### src/rtl/hazard_ctrl_pkg.sv
// Shared definitions for the hazard scheduler: Tuse/Tnew constants, forward
// select encodings, the pipeline record type and small record helpers.
package hazard_defs;

  localparam int TNEW_W = 2;
  localparam int REG_W  = 5;

  localparam logic [1:0] TUSE_D    = 2'd0;
  localparam logic [1:0] TUSE_E    = 2'd1;
  localparam logic [1:0] TUSE_M    = 2'd2;
  localparam logic [1:0] TUSE_NONE = 2'd3;

  localparam logic [TNEW_W-1:0] TNEW_0 = TNEW_W'(0);
  localparam logic [TNEW_W-1:0] TNEW_1 = TNEW_W'(1);
  localparam logic [TNEW_W-1:0] TNEW_2 = TNEW_W'(2);

  localparam logic [1:0] FWD_D_GRF = 2'd0;
  localparam logic [1:0] FWD_D_E   = 2'd1;
  localparam logic [1:0] FWD_D_M   = 2'd2;
  localparam logic [1:0] FWD_D_W   = 2'd3;
  localparam logic [1:0] FWD_E_REG = 2'd0;
  localparam logic [1:0] FWD_E_M   = 2'd1;
  localparam logic [1:0] FWD_E_W   = 2'd2;
  localparam logic       FWD_M_REG = 1'b0;
  localparam logic       FWD_M_W   = 1'b1;

  localparam logic [5:0] OP_SPECIAL = 6'h00;
  localparam logic [5:0] OP_J       = 6'h02;
  localparam logic [5:0] OP_JAL     = 6'h03;
  localparam logic [5:0] OP_BEQ     = 6'h04;
  localparam logic [5:0] OP_ORI     = 6'h0d;
  localparam logic [5:0] OP_LUI     = 6'h0f;
  localparam logic [5:0] OP_LW      = 6'h23;
  localparam logic [5:0] OP_SW      = 6'h2b;
  localparam logic [5:0] FN_JR      = 6'h08;
  localparam logic [5:0] FN_ADDU    = 6'h21;
  localparam logic [5:0] FN_SUBU    = 6'h23;

  typedef struct packed {
    logic [REG_W-1:0]  rs;
    logic [REG_W-1:0]  rt;
    logic [REG_W-1:0]  a3;
    logic [TNEW_W-1:0] tnew;
  } rec_t;

  localparam rec_t BUBBLE = '0;

  function automatic rec_t age_rec(input rec_t r);
    age_rec = r;
    if (r.tnew != TNEW_0) age_rec.tnew = r.tnew - TNEW_W'(1);
  endfunction

  function automatic logic writes_reg(input rec_t r, input logic [REG_W-1:0] idx);
    return (idx != '0) && (r.a3 == idx);
  endfunction

  function automatic logic src_ready(input rec_t r, input logic [REG_W-1:0] idx);
    return writes_reg(r, idx) && (r.tnew == TNEW_0);
  endfunction

  function automatic logic too_late(input rec_t r, input logic [REG_W-1:0] idx,
                                    input logic [1:0] tuse);
    return writes_reg(r, idx) && (r.tnew > tuse);
  endfunction

  // Nearest ready producer wins; a not-yet-ready nearer match falls through.
  function automatic logic [1:0] sel_d(input logic [REG_W-1:0] idx,
                                       input rec_t e, input rec_t m, input rec_t w);
    if (src_ready(e, idx)) return FWD_D_E;
    if (src_ready(m, idx)) return FWD_D_M;
    if (src_ready(w, idx)) return FWD_D_W;
    return FWD_D_GRF;
  endfunction

  function automatic logic [1:0] sel_e(input logic [REG_W-1:0] idx,
                                       input rec_t m, input rec_t w);
    if (src_ready(m, idx)) return FWD_E_M;
    if (src_ready(w, idx)) return FWD_E_W;
    return FWD_E_REG;
  endfunction

endpackage

### src/rtl/hazard_decode.sv
// Combinational decode of the D-stage instruction into operand indices,
// operand need-times, destination register and result latency from E.
module hazard_decode
  import hazard_defs::*;
(
  input  logic [31:0]       instr,
  output logic [REG_W-1:0]  rs,
  output logic [REG_W-1:0]  rt,
  output logic [1:0]        tuse_rs,
  output logic [1:0]        tuse_rt,
  output logic [REG_W-1:0]  a3,
  output logic [TNEW_W-1:0] tnew_e
);

  logic unused_shamt;
  assign unused_shamt = ^instr[10:6];

  always_comb begin
    tuse_rs = TUSE_NONE;
    tuse_rt = TUSE_NONE;
    a3      = '0;
    tnew_e  = TNEW_0;
    case (instr[31:26])
      OP_SPECIAL: begin
        case (instr[5:0])
          FN_ADDU, FN_SUBU: begin
            tuse_rs = TUSE_E;
            tuse_rt = TUSE_E;
            a3      = instr[15:11];
            tnew_e  = TNEW_1;
          end
          FN_JR:   tuse_rs = TUSE_D;
          default: ;
        endcase
      end
      OP_BEQ: begin
        tuse_rs = TUSE_D;
        tuse_rt = TUSE_D;
      end
      OP_ORI: begin
        tuse_rs = TUSE_E;
        a3      = instr[20:16];
        tnew_e  = TNEW_1;
      end
      OP_LUI: begin
        a3     = instr[20:16];
        tnew_e = TNEW_1;
      end
      OP_LW: begin
        tuse_rs = TUSE_E;
        a3      = instr[20:16];
        tnew_e  = TNEW_2;
      end
      OP_SW: begin
        tuse_rs = TUSE_E;
        tuse_rt = TUSE_M;
      end
      OP_JAL: begin
        a3     = REG_W'(31);
        tnew_e = TNEW_0;
      end
      default: ;
    endcase
  end

  // Unused operand fields read as $0 so they never match a producer.
  assign rs = (tuse_rs != TUSE_NONE) ? instr[25:21] : '0;
  assign rt = (tuse_rt != TUSE_NONE) ? instr[20:16] : '0;

endmodule

### src/rtl/hazard_ctrl.sv
// Hazard scheduler for the 5-stage pipeline: tracks E/M/W producers and drives
// stall plus forwarding selects. Forwarding is built only with HAZARD_FWD_EN.
module hazard_ctrl
  import hazard_defs::*;
(
  input  logic        clk,
  input  logic        reset_n,
  input  logic [31:0] instr_d,
  output logic        stall,
  output logic [1:0]  fwd_rs_d,
  output logic [1:0]  fwd_rt_d,
  output logic [1:0]  fwd_rs_e,
  output logic [1:0]  fwd_rt_e,
  output logic        fwd_rt_m
);

  logic [REG_W-1:0]  d_rs, d_rt, d_a3;
  logic [1:0]        d_tuse_rs, d_tuse_rt;
  logic [TNEW_W-1:0] d_tnew;
  rec_t              d_rec, e_q, m_q, w_q;

  hazard_decode u_decode (
    .instr   (instr_d),
    .rs      (d_rs),
    .rt      (d_rt),
    .tuse_rs (d_tuse_rs),
    .tuse_rt (d_tuse_rt),
    .a3      (d_a3),
    .tnew_e  (d_tnew)
  );

  always_comb begin
    d_rec      = BUBBLE;
    d_rec.rs   = d_rs;
    d_rec.rt   = d_rt;
    d_rec.a3   = d_a3;
    d_rec.tnew = d_tnew;
  end

  always_ff @(posedge clk or negedge reset_n) begin
    if (!reset_n) begin
      e_q <= BUBBLE;
      m_q <= BUBBLE;
      w_q <= BUBBLE;
    end else begin
      w_q <= age_rec(m_q);
      m_q <= age_rec(e_q);
      e_q <= stall ? BUBBLE : d_rec;
    end
  end

`ifdef HAZARD_FWD_EN
  always_comb begin
    stall = too_late(e_q, d_rs, d_tuse_rs) || too_late(m_q, d_rs, d_tuse_rs) ||
            too_late(e_q, d_rt, d_tuse_rt) || too_late(m_q, d_rt, d_tuse_rt);
  end

  always_comb begin
    fwd_rs_d = sel_d(d_rs, e_q, m_q, w_q);
    fwd_rt_d = sel_d(d_rt, e_q, m_q, w_q);
    fwd_rs_e = sel_e(e_q.rs, m_q, w_q);
    fwd_rt_e = sel_e(e_q.rt, m_q, w_q);
    fwd_rt_m = src_ready(w_q, m_q.rt) ? FWD_M_W : FWD_M_REG;
  end
`else
  // Without forwarding the GRF has no write-through, so any pending write blocks.
  always_comb begin
    stall = writes_reg(e_q, d_rs) || writes_reg(m_q, d_rs) || writes_reg(w_q, d_rs) ||
            writes_reg(e_q, d_rt) || writes_reg(m_q, d_rt) || writes_reg(w_q, d_rt);
  end

  always_comb begin
    fwd_rs_d = FWD_D_GRF;
    fwd_rt_d = FWD_D_GRF;
    fwd_rs_e = FWD_E_REG;
    fwd_rt_e = FWD_E_REG;
    fwd_rt_m = FWD_M_REG;
  end
`endif

  logic unused_state;
  assign unused_state = ^{e_q, m_q, w_q, d_tuse_rs, d_tuse_rt};

endmodule
### config.mk
export PLATFORM = sky130hd
export DESIGN_NAME = hazard_ctrl
export DESIGN_NICKNAME = d
export VERILOG_FILES = /design/src/rtl/hazard_ctrl_pkg.sv /design/src/rtl/hazard_decode.sv /design/src/rtl/hazard_ctrl.sv
export SDC_FILE = /design/constraint.sdc
export NUM_CORES = 1
export LEC_CHECK = 0
export CELL_PAD_IN_SITES_DETAIL_PLACEMENT = 0
export CELL_PAD_IN_SITES_GLOBAL_PLACEMENT = 1
export CORE_MARGIN = 3
export CORE_UTILIZATION = 32
export DETAILED_ROUTE_END_ITERATION = 6
export PLACE_DENSITY_LB_ADDON = 0.15
export SETUP_SLACK_MARGIN = 0.5
export SYNTH_ARGS = -nofsm -noshare
export SYNTH_HDL_FRONTEND = slang
export SYNTH_SLANG_ARGS = --single-unit
export TNS_END_PERCENT = 1
### constraint.sdc
create_clock -name clk -period 2.27 [get_ports clk]
set_clock_uncertainty 0.15 [all_clocks]
set_input_delay 0.3405 -clock clk [delete_from_list [all_inputs] [get_ports clk]]
set_output_delay 0.3405 -clock clk [all_outputs]
set_load 0.05 [all_outputs]
After elaboration in Yosys (flattened, before gate mapping)

Index checks and enable logic that the tools add are counted.

Equality and inequality tests: 17
Muxes and demuxes: 11
Reduce and logical (&&, ||, !) cells: 18

Operator list:

| cell                                                 | number |
|---|---|
| equality test 5 bit                                  | 6 |
| equality test 6 bit (second input constant)          | 4 |
| equality test 6 x 4 -> 1 bit (second input constant) | 3 |
| case mux 2 bit (3 select lines)                      | 3 |
| two-way mux 5 bit                                    | 3 |
| case mux 5 bit (3 select lines)                      | 1 |
| nonzero test 5 bit                                   | 2 |
| two-way mux 7 bit                                    | 1 |
| equality test 6 x 2 -> 1 bit (second input constant) | 1 |
| equality test 6 x 3 -> 1 bit (second input constant) | 1 |
| logical AND 1 bit                                    | 6 |
| logical NOT 6 bit                                    | 1 |
| OR reduction 3 bit                                   | 2 |
| logical OR 1 bit                                     | 5 |
| != test 2 bit (second input constant)                | 2 |
| case mux 2 bit (2 select lines)                      | 1 |
| OR reduction 2 bit                                   | 2 |
| two-way mux 2 bit                                    | 1 |
| two-way mux 1 bit                                    | 1 |

Register bits: 15

Depth between registers and ports, before layout

Depth after elaboration: 14
Depth in mapped cells: 7

Hierarchy

Synthesis repeated with hierarchy kept, for this count alone.

Cell total of the unflattened synthesis: 135
Area total of the unflattened synthesis: 1311.3 um^2

By module, submodules not included:

| module        | times used | cells an instance | area an instance (um^2) |
|---|---|---|---|
| hazard_ctrl   | 1          | 85                | 883.3 |
| hazard_decode | 1          | 50                | 427.9 |

Worst setup path after synthesis

Ideal clock, no wire load.

Kind: input to output
Start point: in instr_d[28]
End point: out stall
Data arrival time: 1751 ps
Data required time: 1780 ps
Slack: 29 ps
Stages on the path: 5
Path buffers: 0
Cells stage by stage: or4_4 -> a211oi_4 -> a211oi_1 -> nand4_1 -> nand4_2

Longest elaborated chain between the ends: 12
Elaborated cells between the ends (all ways): 31

Ends and longest elaborated chain:

| element                                                                    | RTL line              | RTL |
|---|---|---|
| start: declaration                                                         | hazard_ctrl.sv:8      | `input logic [31:0] instr_d,` |
| equality test 6 bit / equality test 6 x 4 -> 1 bit (equally long branches) | hazard_decode.sv:23   | `case (instr[31:26])` |
| OR reduction 3 bit (no line)                                               | -                     |  |
| case mux 2 bit (3 select lines)                                            | hazard_decode.sv:23   |  |
| != test 2 bit                                                              | hazard_decode.sv:67   | `assign rs = (tuse_rs != TUSE_NONE) ? instr[25:21] : '0;` |
| two-way mux 5 bit                                                          | hazard_decode.sv:67   |  |
| equality test 5 bit / nonzero test 5 bit (equally long branches)           | hazard_ctrl_pkg.sv:54 | `return (idx != '0) && (r.a3 == idx);` |
| logical AND 1 bit                                                          | hazard_ctrl_pkg.sv:54 |  |
| logical OR 1 bit (3 in a row)                                              | hazard_ctrl.sv:68     | `stall = writes_reg(e_q, d_rs) \|\| writes_reg(m_q, d_rs) \|\| writes_reg(w_q, d_rs) \|\|` |
| logical OR 1 bit                                                           | hazard_ctrl.sv:69     | `writes_reg(e_q, d_rt) \|\| writes_reg(m_q, d_rt) \|\| writes_reg(w_q, d_rt);` |
| logical OR 1 bit (*)                                                       | hazard_ctrl.sv:69     |  |
| end: declaration                                                           | hazard_ctrl.sv:9      | `output logic stall,` |

Every way passes the cells marked *; elsewhere a longest branch is shown, timed or not.

Final worst setup path

Start point: in instr_d[19]
End point: out stall

Longest elaborated chain between the ends: 6
Elaborated cells between the ends (all ways): 11

Ends and longest elaborated chain:

| element                                                          | RTL line              | RTL |
|---|---|---|
| two-way mux 5 bit (*)                                            | hazard_decode.sv:68   | `assign rt = (tuse_rt != TUSE_NONE) ? instr[20:16] : '0;` |
| equality test 5 bit / nonzero test 5 bit (equally long branches) | hazard_ctrl_pkg.sv:54 |  |
| logical AND 1 bit                                                | hazard_ctrl_pkg.sv:54 |  |
| logical OR 1 bit                                                 | hazard_ctrl.sv:68     |  |
| logical OR 1 bit                                                 | hazard_ctrl.sv:69     |  |
| logical OR 1 bit (*)                                             | hazard_ctrl.sv:69     |  |

Marks and branches as above.

==> impl_metrics.toml <==
[status]
status = "finished with violations"
violations = "setup timing"

[timing]
worst_slack_ns = -0.0922
tightest_slew_ns = 0.685
finalCritPeriodShare_pct = 104
period_needed_ns = 2.36
setup_viol = 1
max_freq_mhz = 423
slew_violations = 0
hold_violations = 0
rsz0062_at_grt = "true"
slew_headroom_pct = 54.2

[cells_and_area]
fillers = 317
area.growth.synth_to_final_pct = 54.6
antenna_cells = 0
nets = 211
layout-drive-gt1-share_pct = 34.1
final_cells = 222

[routing]
avgRoutedWirePerCell_um = 14.7
drt-pass1-iter-count = 4
viasPerCell = 4.97
vias = 1103
drc = 0
wirelength_mm = 3.26
ant_nets = 0
initialDrtViolationCount = 35

[critical_path]
critPathRequiredTime_ns = 1.78
crit_fanout = 3
critical_path.top_delay_family = "simple AND/OR/NAND/NOR gates"
path_cells = "dlygate4sd2_1, buf_4, or4_1, nor2_1, nor3_2, o21ai_1, nand4_4, buf_12"
cp_slowest_stage_delay_ns = 0.46
cp-end-kind = "primary output"
cp.buffers_inverters = 3
critPathKind = "primary input to primary output"
startpoint_type = "primary input"
critical_path.slowest_cell = "or4_1"
crit_arrival_ns = 1.87

[cts]
tritoncts = "built"
hold_buffers = 0
h-tree-depth = 1
cts_made_buffers = 3
cts_buffer_depth = 2
cts_num_sinks = 15
clk_latency_ns = 0.29
cts_root_buf = "clkbuf_4"
path_clk_slew_ns = 0.09

[synth]
synth_edf_count = 0
synth.largest_area_cell = "dfrtp_1"
ys.flop_type = "dfrtp_1"
ys_ff_latch = 15
syn_inst = 124
yosys.cell_types.count = 34
synth_top_area_share_pct = 32.7
async_reset_ff_share_pct = 100
syn_area_um2 = 1150
avgSynthCellArea_um2 = 9.26
yosysMostFrequentCell = "xnor2_1"
synth_area_leaders = "dfrtp_1 (33%), xnor2_1 (17%), buf_4 (5.9%)"
synth_commonest_cells = "xnor2_1 (22), dfrtp_1 (15), nor2_1 (13), buf_4 (9), nand3_1 (7)"
ys_seq_area_share_pct = 32.7
yosys_warnings = 0

[global_route]
grt_max_degree = 16
grt_pass1_vias = 1196
grt_pass1_wl_mm = 5.51
overflow = 0
antenna_found_initial = 0
gr-usage-all-layers_pct = 16.5

[power]
vdd_drop_max_mv = 0.194
power_uw = 651
p_per_area_nw_per_um2 = 366
leakagePower_nw = 0.776

[worst_hold_path]
hp-class = "register to register"

[placement]
dpl.hpwl_mm = 2.57
io_buffers = 29
routabilityCongestion = 0.844
dp.cells = 217

[floorplanning]
die_y_um = 65.9
die_w_um = 65.9
initial_core_util_pct = 33.9
die-area_um2 = 4340
core_um2 = 3390
ioPinCount = 44
rows = 21

[run]
maxCapViolations = 0
-- worst reg2reg max path: cells and delay by family (launching register included) --
family,cells,cell delay (ns)
simple gates,3,0.38
buf+inv,2,0.31
compound gates,2,0.43
flops,1,0.43
xor+xnor,1,0.17
-- per-layer routing --
| layer | wire (um) | vias to the layer above | part of all wire [%] | track usage [%] |
|---|---|---|---|---|
| met2 | 1630 | 37 | 50 | 28.8 |
| li1 | - | 539 | - | - |
| met5 | 0 | - | 0 | 0 |
| met3 | 157 | 9 | 4.8 | 3.23 |
| met4 | 107 | 0 | 3.3 | 8.81 |
| met1 | 1360 | 518 | 42 | 18.6 |
-- where the power goes --
group	internal (mW)	total, mW	leakage (nW)	switching (mW)
sequential	0.273	0.282	0.206	0.00834
combinational	0.0995	0.214	0.553	0.114
clock	0.0655	0.155	0.0177	0.0893
-- path summary, 6_finish.rpt --
kind | end | from | slack, ns | cells after the start
setup / recovery | stall | instr_d[19] | -0.09 | 8
hold / removal | w_q[5] | m_q[5] | 0.29 | 0
setup reg to reg | e_q[4] | w_q[4] | 0.34 | 8
hold reg to reg | w_q[5] | m_q[5] | 0.29 | 0
max in group asynchronous | w_q[2] | reset_n | 1.18 | 1
min in group asynchronous | w_q[4] | reset_n | 0.31 | 1
-- stage by stage --
| stage | hold WS [ns] | setup TNS [ns] | utilization (%) | setup slack (ns) | area [um2] |
|---|---|---|---|---|---|
| finish | 0.289 | -0.0922 | 52.4 | -0.0922 | 1780 |
| global route | 0.303 | -0.149 | 52.4 | -0.149 | 1780 |
| CTS | 0.294 | -0.142 | 50.5 | -0.142 | 1710 |
| detailed placement | 0.272 | -2.09 | 47.9 | -0.482 | 1620 |
| global placement | 0.260 | -1.61 | 47.9 | -0.404 | 1620 |
| floorplan | -0.105 | 0 | - | 0.184 | 1190 |
-- layout by cell type, fill, tap and decap left out, types with 6 or more instances in the layout --
cell	netlist	routed
xnor2_1	22	22
buf_4	9	18
nor2_1	13	9
conb_1	1	9
nand3_1	7	6
nand2_1	6	6
dlymetal6s2s_1	0	6
dfrtp_1	15	14
clkdlybuf4s50_1	0	7
dlygate4sd2_1	0	7
-- flip-flops by register name (all words and copies together) (netlist names) --
signal  count
w_q         5
m_q         5
e_q         5
-- area by class of cell --
type	instances	area [um2]	share of cell area, %
clock inverters	1	5.00	0.282
clock buffers	3	22.5	1.27
inverters	3	11.3	0.634
repair buffers	50	453	25.5
well taps	46	57.6	3.24
multi-input cells	104	850	47.9
flip-flops and latches	15	377	21.2
-- what timing repair did --
item / in CTS / in global routing
setup buffers: 1 / 0
pin swaps: 14 / 15
cloned: 0 / 0
gates resized for setup: 44 / 27
setup endpoints to repair: 6 / 6
-- kinds of logic (layout without fill, tap and decap cells) --
kind of cell / count (synthesis) / in the layout / share of synthesized area [%]
compound gates: 20 / 20 / 14.5
xor+xnor: 27 / 27 / 20.6
buf+inv: 13 / 57 / 7.19
flops: 15 / 15 / 32.7
other cells: 1 / 9 / 0.326
simple gates: 48 / 48 / 24.7
Power figures use the tool's default switching activity.
